[src/rtl/rr_pkg.sv]
// Shared types and the rotating-priority pick function for the packet arbiter.
package rr_pkg;

  typedef enum logic {
    IDLE  = 1'b0,
    BURST = 1'b1
  } state_e;

  localparam int MAX_REQ   = 16;
  localparam int MAX_IDX_W = $clog2(MAX_REQ);

  typedef struct packed {
    logic                 any;
    logic [MAX_IDX_W-1:0] idx;
    logic [MAX_REQ-1:0]   onehot;
  } pick_t;

  // First set bit of req scanning ptr, ptr+1, ... wrapping modulo num_req.
  function automatic pick_t rr_pick(input logic [MAX_REQ-1:0]   req,
                                    input logic [MAX_IDX_W-1:0] ptr,
                                    input int                   num_req);
    pick_t                res;
    logic [MAX_IDX_W-1:0] k;
    res = '0;
    for (int i = 0; i < MAX_REQ; i++) begin
      k = MAX_IDX_W'((int'(ptr) + i) % num_req);
      if (i < num_req && !res.any && req[k]) begin
        res.any       = 1'b1;
        res.idx       = k;
        res.onehot[k] = 1'b1;
      end
    end
    return res;
  endfunction

endpackage

[src/rtl/rr_pick_comb.sv]
// Combinational rotating-priority picker; one-hot and index of the winner.
module rr_pick_comb
  import rr_pkg::*;
#(
  parameter  int NUM_REQ = 4,
  localparam int IDX_W   = $clog2(NUM_REQ)
) (
  input  logic [NUM_REQ-1:0] i_req,
  input  logic [IDX_W-1:0]   i_ptr,
  output logic               o_any,
  output logic [NUM_REQ-1:0] o_onehot,
  output logic [IDX_W-1:0]   o_idx
);

  pick_t w_pick;

  assign w_pick   = rr_pick(MAX_REQ'(i_req), MAX_IDX_W'(i_ptr), NUM_REQ);
  assign o_any    = w_pick.any;
  assign o_onehot = NUM_REQ'(w_pick.onehot);
  assign o_idx    = IDX_W'(w_pick.idx);

endmodule

[src/rtl/rr_packet_arbiter.sv]
// Round-robin packet arbiter: grant held from first beat to last beat.
// Define RR_BACK2BACK_EN to re-arbitrate on the last beat with no idle bubble.
module rr_packet_arbiter
  import rr_pkg::*;
#(
  parameter  int NUM_REQ = 4,
  parameter  int DATA_W  = 8,
  localparam int IDX_W   = $clog2(NUM_REQ)
) (
  input  logic                      clk,
  input  logic                      reset,
  input  logic [NUM_REQ-1:0]        req_valid_i,
  input  logic [NUM_REQ*DATA_W-1:0] req_data_i,
  input  logic [NUM_REQ-1:0]        req_last_i,
  output logic [NUM_REQ-1:0]        req_ready_o,
  output logic                      out_valid_o,
  output logic [DATA_W-1:0]         out_data_o,
  output logic                      out_last_o,
  input  logic                      out_ready_i,
  output logic [NUM_REQ-1:0]        gnt_o,
  output logic [IDX_W-1:0]          out_src_o,
  output logic                      busy_o
);

  state_e             r_state;
  logic [NUM_REQ-1:0] r_gnt;
  logic [IDX_W-1:0]   r_src;
  logic [IDX_W-1:0]   r_ptr;

  logic               w_busy;
  logic               w_xfer_last;
  logic [IDX_W-1:0]   w_ptr_next;
  logic [IDX_W-1:0]   w_pick_ptr;
  logic               w_pick_any;
  logic [NUM_REQ-1:0] w_pick_onehot;
  logic [IDX_W-1:0]   w_pick_idx;

  assign w_busy     = (r_state == BURST);
  assign w_ptr_next = (r_src == IDX_W'(NUM_REQ - 1)) ? '0 : r_src + 1'b1;

`ifdef RR_BACK2BACK_EN
  // In BURST the picker only matters on the last beat, where priority has already moved on.
  assign w_pick_ptr = w_busy ? w_ptr_next : r_ptr;
`else
  assign w_pick_ptr = r_ptr;
`endif

  rr_pick_comb #(.NUM_REQ(NUM_REQ)) u_pick (
    .i_req    (req_valid_i),
    .i_ptr    (w_pick_ptr),
    .o_any    (w_pick_any),
    .o_onehot (w_pick_onehot),
    .o_idx    (w_pick_idx)
  );

  // NOTE: every output gets a default first so no path through the block infers a latch.
  always_comb begin
    out_valid_o = 1'b0;
    out_data_o  = '0;
    out_last_o  = 1'b0;
    req_ready_o = '0;
    if (w_busy) begin
      out_valid_o = req_valid_i[r_src];
      out_data_o  = req_data_i[r_src*DATA_W +: DATA_W];
      out_last_o  = req_last_i[r_src];
      req_ready_o = r_gnt & {NUM_REQ{out_ready_i}};
    end
  end

  assign w_xfer_last = out_valid_o & out_ready_i & out_last_o;

  // NOTE: non-blocking assignments so every register samples pre-edge values.
  always_ff @(posedge clk or posedge reset) begin
    if (reset) begin
      r_state <= IDLE;
      r_gnt   <= '0;
      r_src   <= '0;
      r_ptr   <= '0;
    end else begin
      case (r_state)
        IDLE: begin
          if (w_pick_any) begin
            r_gnt   <= w_pick_onehot;
            r_src   <= w_pick_idx;
            r_state <= BURST;
          end
        end
        BURST: begin
          if (w_xfer_last) begin
            r_ptr <= w_ptr_next;
`ifdef RR_BACK2BACK_EN
            if (w_pick_any) begin
              r_gnt <= w_pick_onehot;
              r_src <= w_pick_idx;
            end else begin
              r_gnt   <= '0;
              r_state <= IDLE;
            end
`else
            r_gnt   <= '0;
            r_state <= IDLE;
`endif
          end
        end
        default: begin
          r_gnt   <= '0;
          r_state <= IDLE;
        end
      endcase
    end
  end

  assign gnt_o     = r_gnt;
  assign out_src_o = r_src;
  assign busy_o    = w_busy;

endmodule
[config.mk]
export PLATFORM = sky130hd
export DESIGN_NAME = rr_packet_arbiter
export DESIGN_NICKNAME = d
export VERILOG_FILES = /design/src/rtl/rr_pkg.sv /design/src/rtl/rr_pick_comb.sv /design/src/rtl/rr_packet_arbiter.sv
export SDC_FILE = /design/constraint.sdc
export NUM_CORES = 1
export LEC_CHECK = 0
export ABC_AREA = 0
export BUFFER_PORTS_ARGS = -buffer_cell sky130_fd_sc_hd__buf_4
export CAP_MARGIN = 20
export CORE_MARGIN = 1.5
export CORE_UTILIZATION = 50
export DETAILED_ROUTE_END_ITERATION = 7
export HOLD_SLACK_MARGIN = 0.15
export PLACE_DENSITY = 0.95
export SYNTH_ARGS = -nofsm -noshare
export SYNTH_HDL_FRONTEND = slang
export SYNTH_SLANG_ARGS = --single-unit
[constraint.sdc]
create_clock -name clk -period 5.3 [get_ports clk]
set_input_delay 0.265 -clock clk [delete_from_list [all_inputs] [get_ports clk]]
set_output_delay 0.265 -clock clk [all_outputs]
set_load 0.05 [all_outputs]
After elaboration in Yosys (flattened, before gate mapping)
Index checks and enable logic that the tools add are counted.
Widths: inputs -> output; s select.
- magnitude comparators: 9
- multipliers: 0
- div/mod/pow operators: 0
- add/subtract/negate cells: 4
- shift-type cells: 1
- eq/ne operators: 3
- multiplexer cells: 35
- reductions and logical operators: 16
- bitwise gates (word level): 10
- operators with widths (cell ; number):
    $mux 21 ; 4
    $or 16x16->16 ; 3
    $shiftx 32x6->8 ; 1
    $lt 4x5->1 const B ; 3
    $mux 1 ; 14
    $ge 4x1->1 const B ; 3
    $mux 4 ; 3
    $bmux 1 s3 ; 3
    $demux 1 s3 ; 3
    $mux 8 ; 1
    $pmux 4 s2 ; 1
    $logic_and 1x1->1 ; 7
    $bmux 1 s2 ; 3
    $reduce_and 2->1 ; 3
    $reduce_or 2->1 ; 3
    $lt 2x5->1 const B ; 1
    $add 2x1->2 const B ; 2
    $add 2x2->2 const B ; 2
    $and 4x4->4 ; 1
    $ne 2x1->1 const B ; 2
    $and 1x1->1 const A ; 3
    $logic_not 1->1 ; 3
    $lt 2x3->1 const B ; 1
    $and 1x1->1 ; 2
    other kinds (6) ; 6
- memories: 0
- memory bits (read-only): 0
- latch bits: 0
- memory bits (writable): 0
- input bits: 43
- flip-flop bits (word level): 9

Depth between registers and ports, before layout
Gate-level depths: netlist of the first run.
- word-level depth: 17
- gate-level depth with buffers: 9
- depth with buffers taken out: 7

By module
Synthesis of the first run repeated with hierarchy kept, for this count alone.
- cell total of the unflattened synthesis: 116
- area, all modules: 1167.4 sq um
- modules (own cells, without submodules) (module ; area each (sq um) ; cells each ; times used ; seq. area each (sq um)):
    rr_packet_arbiter ; 744.5 ; 71 ; 1 ; 225.2
    rr_pick_comb ; 422.9 ; 45 ; 1 ; 0.0

Least setup slack after synthesis of the first run
OpenSTA, ideal clock, no wires.
- path type: reg-to-reg
- start point: reg r_ptr[0]
- end point: reg r_gnt[3] (netlist: gnt_o[3])
- setup slack: 2.761 ns
- clock period less this slack: 2.539 ns
- cell stages (with the launch flop): 10
- setup time: 0.123 ns
- required time: 5.177 ns
- data arrival time: 2.416 ns
- path buffers: 2
- cells stage by stage: dfrtp_1 -> buf_2 -> inv_1 -> ha_1 -> clkbuf_1 -> mux2_2 -> and3_1 -> a2111oi_0 -> a2bb2oi_1 -> o21ai_1
- word-level cells in the longest chain between the ends: 15
- elaborated cells between the ends (all ways): 54
- ends and longest elaborated chain (what ; RTL line ; source):
    from (decl) ; rr_packet_arbiter.sv:28 ; logic [IDX_W-1:0] r_ptr;
    from (signal assigned) ; rr_packet_arbiter.sv:90 ; r_ptr <= w_ptr_next;
    $add 2x1->2 ; rr_pkg.sv:26 ; k = MAX_IDX_W'((int'(ptr) + i) % num_req);
    $reduce_or 2->1 (no source line) ; -- ;
    $and 1x1->1 (no source line) ; -- ;
    $lt 4x5->1 (implied by the code), or another cell as far along ; rr_pkg.sv:30 ; res.onehot[k] = 1'b1;
    $logic_and 1x1->1 (implied by the code) / $mux 1 (equally long branches) ; rr_pkg.sv:30, rr_pkg.sv:27 ;
    $mux 1 (implied by the code) / $logic_and 1x1->1 (equally long branches) ; rr_pkg.sv:30, rr_pkg.sv:27 ;
    $demux 1 s3 / $mux 21 (equally long branches) ; -- ;
    $or 16x16->16 (no source line) / $logic_not 1->1 (equally long branches) ; -- ;
    $mux 21 / $logic_and 1x1->1 (equally long branches) ; rr_pkg.sv:27 ; if (i < num_req && !res.any && req[k]) begin
    $or 16x16->16 (no source line) / $mux 21 (equally long branches) ; -- ;
    $mux 21 / $logic_not 1->1 (equally long branches) ; rr_pkg.sv:27 ;
    $or 16x16->16 (no source line) / $logic_and 1x1->1 (equally long branches) ; -- ;
    $mux 21 * ; rr_pkg.sv:27 ;
    $mux 4 / $ne 2x1->1 (equally long branches) ; -- ;
    $pmux 4 s2 / $reduce_and 2->1 (equally long branches) ; -- ;
    to (signal assigned) ; rr_packet_arbiter.sv:83 ; r_gnt <= w_pick_onehot;
    to (decl) ; rr_packet_arbiter.sv:26 ; logic [NUM_REQ-1:0] r_gnt;
Mark *: on every way between the ends. The rest lies on a longest branch, timed or not. The select of a mux whose other input is x is not followed.
A chain may end at the register's enable or synchronous reset.

Final worst setup path of the first run
Ends and elaborated chain as after synthesis.

==> flow_summary.ini, run 1 <==
[floorplan]
start_util_pct = 53.0
rows = 18
die_x_um = 54.5
ios = 64
coreArea_um2 = 2500
die_h_um = 54.5
die_area_um2 = 2970

[critical_path]
cp.required_ns = 5.43
crit_fanout = 29
path_delay_family = flip-flops
crit_start = r_ptr[0]
endpoint_kind = flop
critPathKind = flop to flop
setup.worst_path.start_class = flop
crit_slowest_cell = dfrtp_1
worstPathArrival_ns = 3.48
cp_cell_sequence = inv_1 > ha_1 > mux2_2 > and3_1 > a2111oi_0 > a2bb2oi_1 > o21ai_1
cp.buffers_inverters = 1
critPathMaxStageDelay_ns = 0.94
r2r_start = r_ptr[0]

[global_route]
grt_use_total_pct = 25.9
grt_max_degree = 30
grt_pass1_wl_um = 5460
grt_pass1_vias = 1227
antenna_found_initial = 0
overflow = 0

[drt]
vias = 1384
drc = 0
detail-route-antenna-nets = 0
wl_um = 3740
dr.pass1.iters = 4
drt_iter0_drc = 36
via_per_inst = 6.35
wire_per_inst_um = 17.1

[sta]
rsz0062_at_grt = false
final-max-slew-violation-count = 0
fmax_ghz = 0.299
min_period_ns = 3.35
finalSetupTns_ns = 0
max_slew.worst_pin.slew_ns = 0.904
setup_viol = 0
relSlewSlack_pct = 39.7
finClkSkew_ns = 0.0134
period_share_pct = 63.2
hold_viol_final = 0

[clocking]
cts-htree-levels = 1
clockBufferDepth = 2
post_cts_resized = 0
clkSinkCount = 9
cts_tree = yes
cts_buffers = 3
root_buffer = clkbuf_4
clock_latency_ns = 0.28
clk_pin_slew_ns = 0.06
postCtsHoldBufs = 1
cts_setup_buffers = 0

[cells_and_area]
syn2layout_area_growth_pct = 36.6
final_cell_mix = buf_4 (63), mux4_2 (14), and2_1 (11)
layout_commonest_cell = buf_4
drive_gt1_share_pct = 46.8
fill_cells = 170
finalNonFillerCells = 218
antenna_cells = 0
nets = 241

[place]
dp_hpwl_um = 2940
place_congestion = 0.871
place_inst = 213
io_buffers = 63

[flow_run]
maxCapViolations = 0

[power_and_ir_drop]
leakage_uw = 0.000837
power_density_nw_per_um2 = 625
ir_drop_mv = 0.507

[logic_synthesis]
synth-seq-cells = 9
synth_ff_type = dfrtp_1
yosys_warnings = 0
synth_area_per_cell_um2 = 10.0
syn_inst = 132
syn_nets = 184
seq_area_frac_synth_pct = 17.0
synthesis.area_um2 = 1320
ys_types = 31
synthArstFlopShare_pct = 100
synth_edf_count = 0

[run_status]
status = complete, no violations

[hold_path]
worstHoldPathType = input port to flop
min-delay-start = out_ready_i
worst reg2reg max path, stage by stage, from the launching register on:
cell and delay (ns):
dfrtp_1 0.94, inv_1 0.37, ha_1 0.54, mux2_2 0.42, and3_1 0.19, a2111oi_0 0.45
a2bb2oi_1 0.22, o21ai_1 0.07
routing by layer:
layer	vias up	wire (um)	global-route usage [%]
met5	-	0	0
met4	0	65	13.3
met1	665	1350	30.5
met3	8	346	2.73
li1	627	-	-
met2	84	1970	46.2
cells by family after synthesis:
family | share of synthesized area (%)
and+or+nand+nor | 17.4
AOI/OAI and AO/OA | 19.4
muxes | 31.9
buffers and inverters | 5.86
adders and majority gates | 8.51
DFF | 17.0
per-stage QoR:
step / hold slack (ns) / area (um2) / power [uW] / worst slack, ns / util (%)
2_1_floorplan: 0.0929 / 1320 / 870 / 2.76 / -
3_3_place_gp: 0.238 / 1770 / 1030 / 2.24 / 70.9
3_5_place_dp: 0.248 / 1770 / 1070 / 2.05 / 70.9
4_1_cts: 0.423 / 1810 / 1130 / 2.01 / 72.3
5_1_grt: 0.435 / 1810 / 1200 / 1.73 / 72.3
6_report: 0.415 / 1810 / 1130 / 1.95 / 72.3
registers in the layout, indices dropped and copies added (netlist names):
name / cells
gnt_o: 4
busy_o: 1
r_ptr: 2
out_src_o: 2
report_power, final:
part	internal (uW)	leakage [uW]	switching, uW	total [uW]
clock network	29.1	0.0000150	25.7	54.8
registers	96.2	0.000112	101	198
logic	373	0.000710	505	878
total	498	0.000837	632	1130
synthesized netlist by cell type, types with 5 or more instances:
library cell / n / area share [%]
dfrtp_1: 9 / 17
and3_1: 6 / 2.8
nand2_1: 7 / 2.0
mux2i_1: 5 / 3.8
and2_1: 11 / 5.2
mux2_2: 5 / 4.3
nor2_1: 6 / 1.7
ha_1: 9 / 8.5
nand2b_1: 5 / 2.4
mux4_2: 14 / 24
clkbuf_1: 8 / 2.3
a221oi_1: 5 / 3.3
path summary, 6_finish.rpt:
| check | slack [ns] | cells after the start | end |
|---|---|---|---|
| min in group asynchronous | 0.51 | 3 | r_ptr[0] |
| setup / recovery | 1.95 | 7 | gnt_o[3] |
| hold / removal | 0.42 | 3 | r_ptr[0] |
| hold reg to reg | 0.55 | 2 | gnt_o[2] |
| max in group asynchronous | 4.52 | 3 | gnt_o[0] |
| setup reg to reg | 1.95 | 7 | gnt_o[3] |
area by class of cell:
cell class / count / area (um2) / share of cell area [%]
multi-input cells: 107 / 1020 / 56.5
repair buffers: 64 / 483 / 26.7
flip-flops and latches: 9 / 225 / 12.5
well taps: 30 / 37.5 / 2.08
clock buffers: 4 / 26.3 / 1.45
inverters: 4 / 15.0 / 0.830
No activity file was read; power rests on OpenSTA's default activity.
==> inputs of run 2 (changes only) <==
--- a/config.mk
+++ b/config.mk
@@ -5,14 +5,14 @@
 export SDC_FILE = /design/constraint.sdc
 export NUM_CORES = 1
 export LEC_CHECK = 0
-export ABC_AREA = 0
+export ABC_AREA = 1
 export BUFFER_PORTS_ARGS = -buffer_cell sky130_fd_sc_hd__buf_4
 export CAP_MARGIN = 20
 export CORE_MARGIN = 1.5
-export CORE_UTILIZATION = 50
+export CORE_UTILIZATION = 41
 export DETAILED_ROUTE_END_ITERATION = 7
 export HOLD_SLACK_MARGIN = 0.15
-export PLACE_DENSITY = 0.95
+export PLACE_DENSITY = 0.86
 export SYNTH_ARGS = -nofsm -noshare
 export SYNTH_HDL_FRONTEND = slang
 export SYNTH_SLANG_ARGS = --single-unit
==> constraint.sdc (replaced) <==
create_clock -name clk -period 3 [get_ports clk]
set_input_delay 0.15 -clock clk [delete_from_list [all_inputs] [get_ports clk]]
set_output_delay 0.15 -clock clk [all_outputs]
set_load 0.05 [all_outputs]
==> flow_summary.ini, run 2 <==
[power_and_ir_drop]
ir_drop_mv = 0.737
combinationalPowerShare_pct = 81.5
internal_power_uw = 760
clkPwrFrac_pct = 4.2
p_seq_share_pct = 14.2
power_density_nw_per_um2 = 1210
leakage_uw = 0.000930
switching_share_pct = 63.7
p_sw_uw = 1330

[floorplan]
coreArea_um2 = 2810
die_h_um = 57.9
die_area_um2 = 3350
die_x_um = 57.9
rows = 19
start_util_pct = 44.0
ios = 64

[clocking]
cts_setup_buffers = 0
root_buffer = clkbuf_4
cts_buffers = 3
clkSinkCount = 9
cts_tree = yes
clockBufferDepth = 2
cts-htree-levels = 1
clock_latency_ns = 0.25
clk_pin_slew_ns = 0.06

[logic_synthesis]
synth_top_family_by_area = simple AND/OR/NAND/NOR gates
synth_ff_type = dfrtp_1
synthesis.area_um2 = 1230
yosys_warnings = 0
synth_common_cells = nor2_1 (46), nand2_1 (37), nand3_1 (22)
synthTopCellsByArea = dfrtp_1 (18%), nor2_1 (14%), nand2_1 (11%)
yosys.area.top_type = dfrtp_1
synth_area_per_cell_um2 = 6.05
ys_types = 23
synth_xor_area_share_pct = 0
seq_area_frac_synth_pct = 18.3
yosysMostFrequentCell = nor2_1
syn_inst = 204
synth_edf_count = 0
synthArstFlopShare_pct = 100
synth_compound_area_share_pct = 19.1
synthMuxAreaShare_pct = 0
yosys.area.top_type_share_pct = 18.3
synth_adder_area_share_pct = 9.13
syn_nets = 256
synth-seq-cells = 9
yosys.area_share.simple_pct = 44.1

[place]
dp_hpwl_um = 2650
place_congestion = 0.856
io_buffers = 63
post-place-ws_ns = 0.916
place_inst = 290

[critical_path]
r2r-end = gnt_o[1]
crit_slowest_cell = dfrtp_1
r2r_cells = 10
critPathMaxStageDelay_ns = 0.83
rrSetupSlack_ns = 0.89
cp.required_ns = 2.85
r2r_start = r_ptr[0]
worstPathArrival_ns = 2.01
cp_cell_sequence = inv_2 > o21ai_1 > o2bb2ai_1 > nor2_1 > buf_4
critPathKind = flop to output pin
endpoint_kind = output pin
setup.worst_path.start_class = flop
crit_fanout = 25

[cells_and_area]
layout_commonest_cell = buf_4
finalNonFillerCells = 295
syn2layout_area_growth_pct = 40.3
fill_cells = 260
largest_reg_flops = 4
final_util_pct = 61.7
nets = 317
final_cell_mix = buf_4 (63), nor2_1 (46), nand2_1 (37)
antenna_cells = 0
drive_gt1_share_pct = 31.4

[sta]
relSlewSlack_pct = 49.5
setup_viol = 0
rsz0062_at_grt = false
hold_slack_ns = 0.408
max_slew.worst_pin.slew_ns = 0.757
min_period_ns = 2.16
layout_setup_ws_ns = 0.840
hold_viol_final = 0
finClkSkew_ns = 0.00414
finalSetupTns_ns = 0
period_share_pct = 72.0
fmax_ghz = 0.463
final-max-slew-violation-count = 0

[drt]
drt_iter0_drc = 60
dr.pass1.iters = 4
vias = 1555
wl_um = 3360
drc = 0
via_per_inst = 5.27
wire_per_inst_um = 11.4
detail-route-antenna-nets = 0

[global_route]
antenna_found_initial = 0
grt_pass1_wl_um = 5420
grt_use_total_pct = 20.1
grt_pass1_vias = 1359
overflow = 0
grt_max_degree = 26

[run_status]
status = complete, no violations

[hold_path]
worstHoldPathType = input port to async pin

[flow_run]
maxCapViolations = 0
run 2: routing by layer:
metal / wire length (um) / share of wire, % / vias to the layer above / track usage, %
li1: - / - / 791 / -
met5: 0 / 0 / - / 0
met3: 264 / 7.9 / 4 / 4.69
met2: 1640 / 49 / 77 / 35.6
met1: 1420 / 42 / 683 / 24.7
met4: 29 / 0.86 / 0 / 4.32
run 2: worst max-delay path by stage:
stage	slack (ns)	cells past startpoint	start	endpoint
after floorplan	0.61	7	out_src_o[1]	gnt_o[0]
after global placement	0.99	11	r_ptr[0]	out_src_o[0]
after detailed placement	0.92	10	r_ptr[0]	gnt_o[1]
after CTS	0.84	5	out_src_o[0]	out_valid_o
after global routing	0.62	5	out_src_o[0]	out_valid_o
final	0.84	5	out_src_o[0]	out_valid_o
run 2: final cells by class:
cell class | count | area (um2) | area share [%]
multi-input cells | 171 | 892 | 51.6
repair buffers | 64 | 483 | 27.9
flip-flops and latches | 9 | 225 | 13.0
inverters | 16 | 65.1 | 3.76
well taps | 31 | 38.8 | 2.24
clock buffers | 4 | 26.3 | 1.52
run 2: critical path, delay by kind of cell, from the launching register on:
kind,cells,cell delay [ns]
AO/OA/AOI/OAI,2,0.30
buffers and inverters,2,0.50
AND/OR/NAND/NOR,1,0.11
flip-flops,1,0.83
run 2: power by group through the flow:
stage / Sequential, uW / Clock [uW] / Combinational (uW)
floorplan: 344 / 0 / 1270
global placement: 297 / 0 / 1690
detailed placement: 300 / 0 / 1700
CTS: 297 / 92.4 / 1710
global route: 314 / 103 / 1860
finish: 298 / 89.0 / 1710
run 2: what timing repair did:
| item | 4_1_cts | 5_1_grt |
|---|---|---|
| hold buffers | 1 | 0 |
| resized for setup | 0 | 0 |
| endpoints found under the hold margin | 9 | 0 |
run 2: kinds of logic (layout without fill, tap and decap cells):
kind of cell,after synthesis,in the layout
AND/OR/NAND/NOR,120,120
adder cells (fa/ha/maj),9,9
flip-flops,9,9
buffers and inverters,24,84
AO/OA/AOI/OAI,42,42
run 2: stage by stage:
step | area, um2 | total power [uW]
final | 1730 | 2090
after floorplan | 1230 | 1610
after detailed placement | 1690 | 2000
after global routing | 1730 | 2280
after CTS | 1730 | 2100
after global placement | 1690 | 1980
==> inputs of run 3 (changes only) <==
==> constraint.sdc (replaced) <==
create_clock -name clk -period 1.79 [get_ports clk]
set_input_delay 0.0895 -clock clk [delete_from_list [all_inputs] [get_ports clk]]
set_output_delay 0.0895 -clock clk [all_outputs]
set_load 0.05 [all_outputs]
==> flow_summary.ini, run 3 (synthesis results as in run 2) <==
[run_status]
status = complete, but fails checks
violations = DRC

[sta]
max_slew.worst_pin.slew_ns = 0.498
hold_viol_final = 0
min_period_ns = 1.66
relSlewSlack_pct = 66.8
finClkSkew_ns = 0.00936
final-max-slew-violation-count = 0
layout_setup_ws_ns = 0.126
fmax_ghz = 0.601
setup_viol = 0
finalSetupTns_ns = 0
period_share_pct = 93.0
rsz0062_at_grt = false

[flow_run]
maxCapViolations = 0

[cells_and_area]
syn2layout_area_growth_pct = 57.8
final_cell_mix = buf_4 (73), nor2_1 (44), nand2_1 (37)
drive_gt1_share_pct = 39.3
nets = 328
antenna_cells = 0
largest_reg_flops = 4
finalNonFillerCells = 306
layout_commonest_cell = buf_4

[hold_path]
worstHoldPathType = input port to async pin

[critical_path]
crit_fanout = 10
rrSetupSlack_ns = 0.13
setup.worst_path.start_class = flop
cp.required_ns = 2.00
worstPathArrival_ns = 1.87
endpoint_kind = flop
critPathKind = flop to flop

[clocking]
cts_buffers = 3
clock_latency_ns = 0.27
cts-htree-levels = 1
clk_pin_slew_ns = 0.08
clockBufferDepth = 2
clkSinkCount = 9
cts_tree = yes
root_buffer = clkbuf_4

[global_route]
grt_use_total_pct = 23.1
grt_pass1_vias = 1447
overflow = 0
grt_max_degree = 16
antenna_found_initial = 0
grt_pass1_wl_um = 6200

[floorplan]
rows = 19
die_area_um2 = 3350
ios = 64
start_util_pct = 44.0
die_x_um = 57.9
coreArea_um2 = 2810
die_h_um = 57.9

[power_and_ir_drop]
ir_drop_mv = 1.09
p_total_uw = 4080
power_density_nw_per_um2 = 2100
leakage_uw = 0.000999

[place]
place_inst = 299
post-place-ws_ns = 0.0920
dp_hpwl_um = 3050
io_buffers = 63
place_congestion = 1.03

[drt]
wire_per_inst_um = 12.8
detail-route-antenna-nets = 0
drt_iter0_drc = 61
wl_um = 3920
dr.pass1.iters = 6
drc = 5
vias = 1608
via_per_inst = 5.25
-- run 3: repair_timing --
action	CTS	global route
hold buffers	1	0
resized for setup	0	2
buffers inserted	0	2
endpoints found under the setup margin	0	8
endpoints found under the hold margin	9	0
-- run 3: metal layers --
metal / vias up / share of wire, % / track usage [%]
li1: 811 / - / -
met1: 731 / 44 / 29.7
met2: 60 / 50 / 42.0
met3: 6 / 5.5 / 2.23
met4: 0 / 0.87 / 4.32
met5: - / 0 / 0
-- run 3: layout make-up --
| type | count | area [um2] |
|---|---|---|
| timing repair buffer | 75 | 578 |
| multi-input combinational | 171 | 1010 |
| inverter | 16 | 65.1 |
| fill | 235 | 858 |
| sequential | 9 | 228 |
| clock buffer | 4 | 26.3 |
| tap | 31 | 38.8 |
-- run 3: metrics by stage --
| step | hold WS [ns] | cell area, um2 | utilization, % |
|---|---|---|---|
| floorplan | -0.0827 | 1340 | - |
| global placement | 0.0718 | 1880 | 67.0 |
| detailed placement | 0.0816 | 1880 | 67.0 |
| CTS | 0.344 | 1920 | 68.3 |
| global route | 0.408 | 1950 | 69.4 |
| finish | 0.342 | 1950 | 69.4 |
-- run 3: report_power, final --
part | leakage (uW) | switching, uW | internal [uW] | total, uW
combinational | 0.000876 | 2320 | 1220 | 3540
sequential | 0.000108 | 79.6 | 290 | 369
clock | 0.0000150 | 87.5 | 86.3 | 174
total | 0.000999 | 2490 | 1600 | 4080
-- run 3: worst max-delay path, cell delays in order, from the launching register on --
cell,delay (ns)
dfrtp_1,0.43
inv_6,0.08
buf_4,0.17
nand2_1,0.08
nand3_2,0.14
nand2_4,0.08
nor2_4,0.12
buf_4,0.17
nand3_1,0.10
nand3_1,0.09
nand2_1,0.05
nand2_1,0.07
-- run 3: final timing paths --
path | start | to | depth (start not counted)
setup / recovery | r_ptr[0] | gnt_o[3] | 11
hold / removal | reset | gnt_o[0] | 3
setup reg to reg | r_ptr[0] | gnt_o[3] | 11
hold reg to reg | busy_o | busy_o | 2
max in group asynchronous | reset | out_src_o[0] | 3
min in group clk | out_ready_i | r_ptr[0] | 5
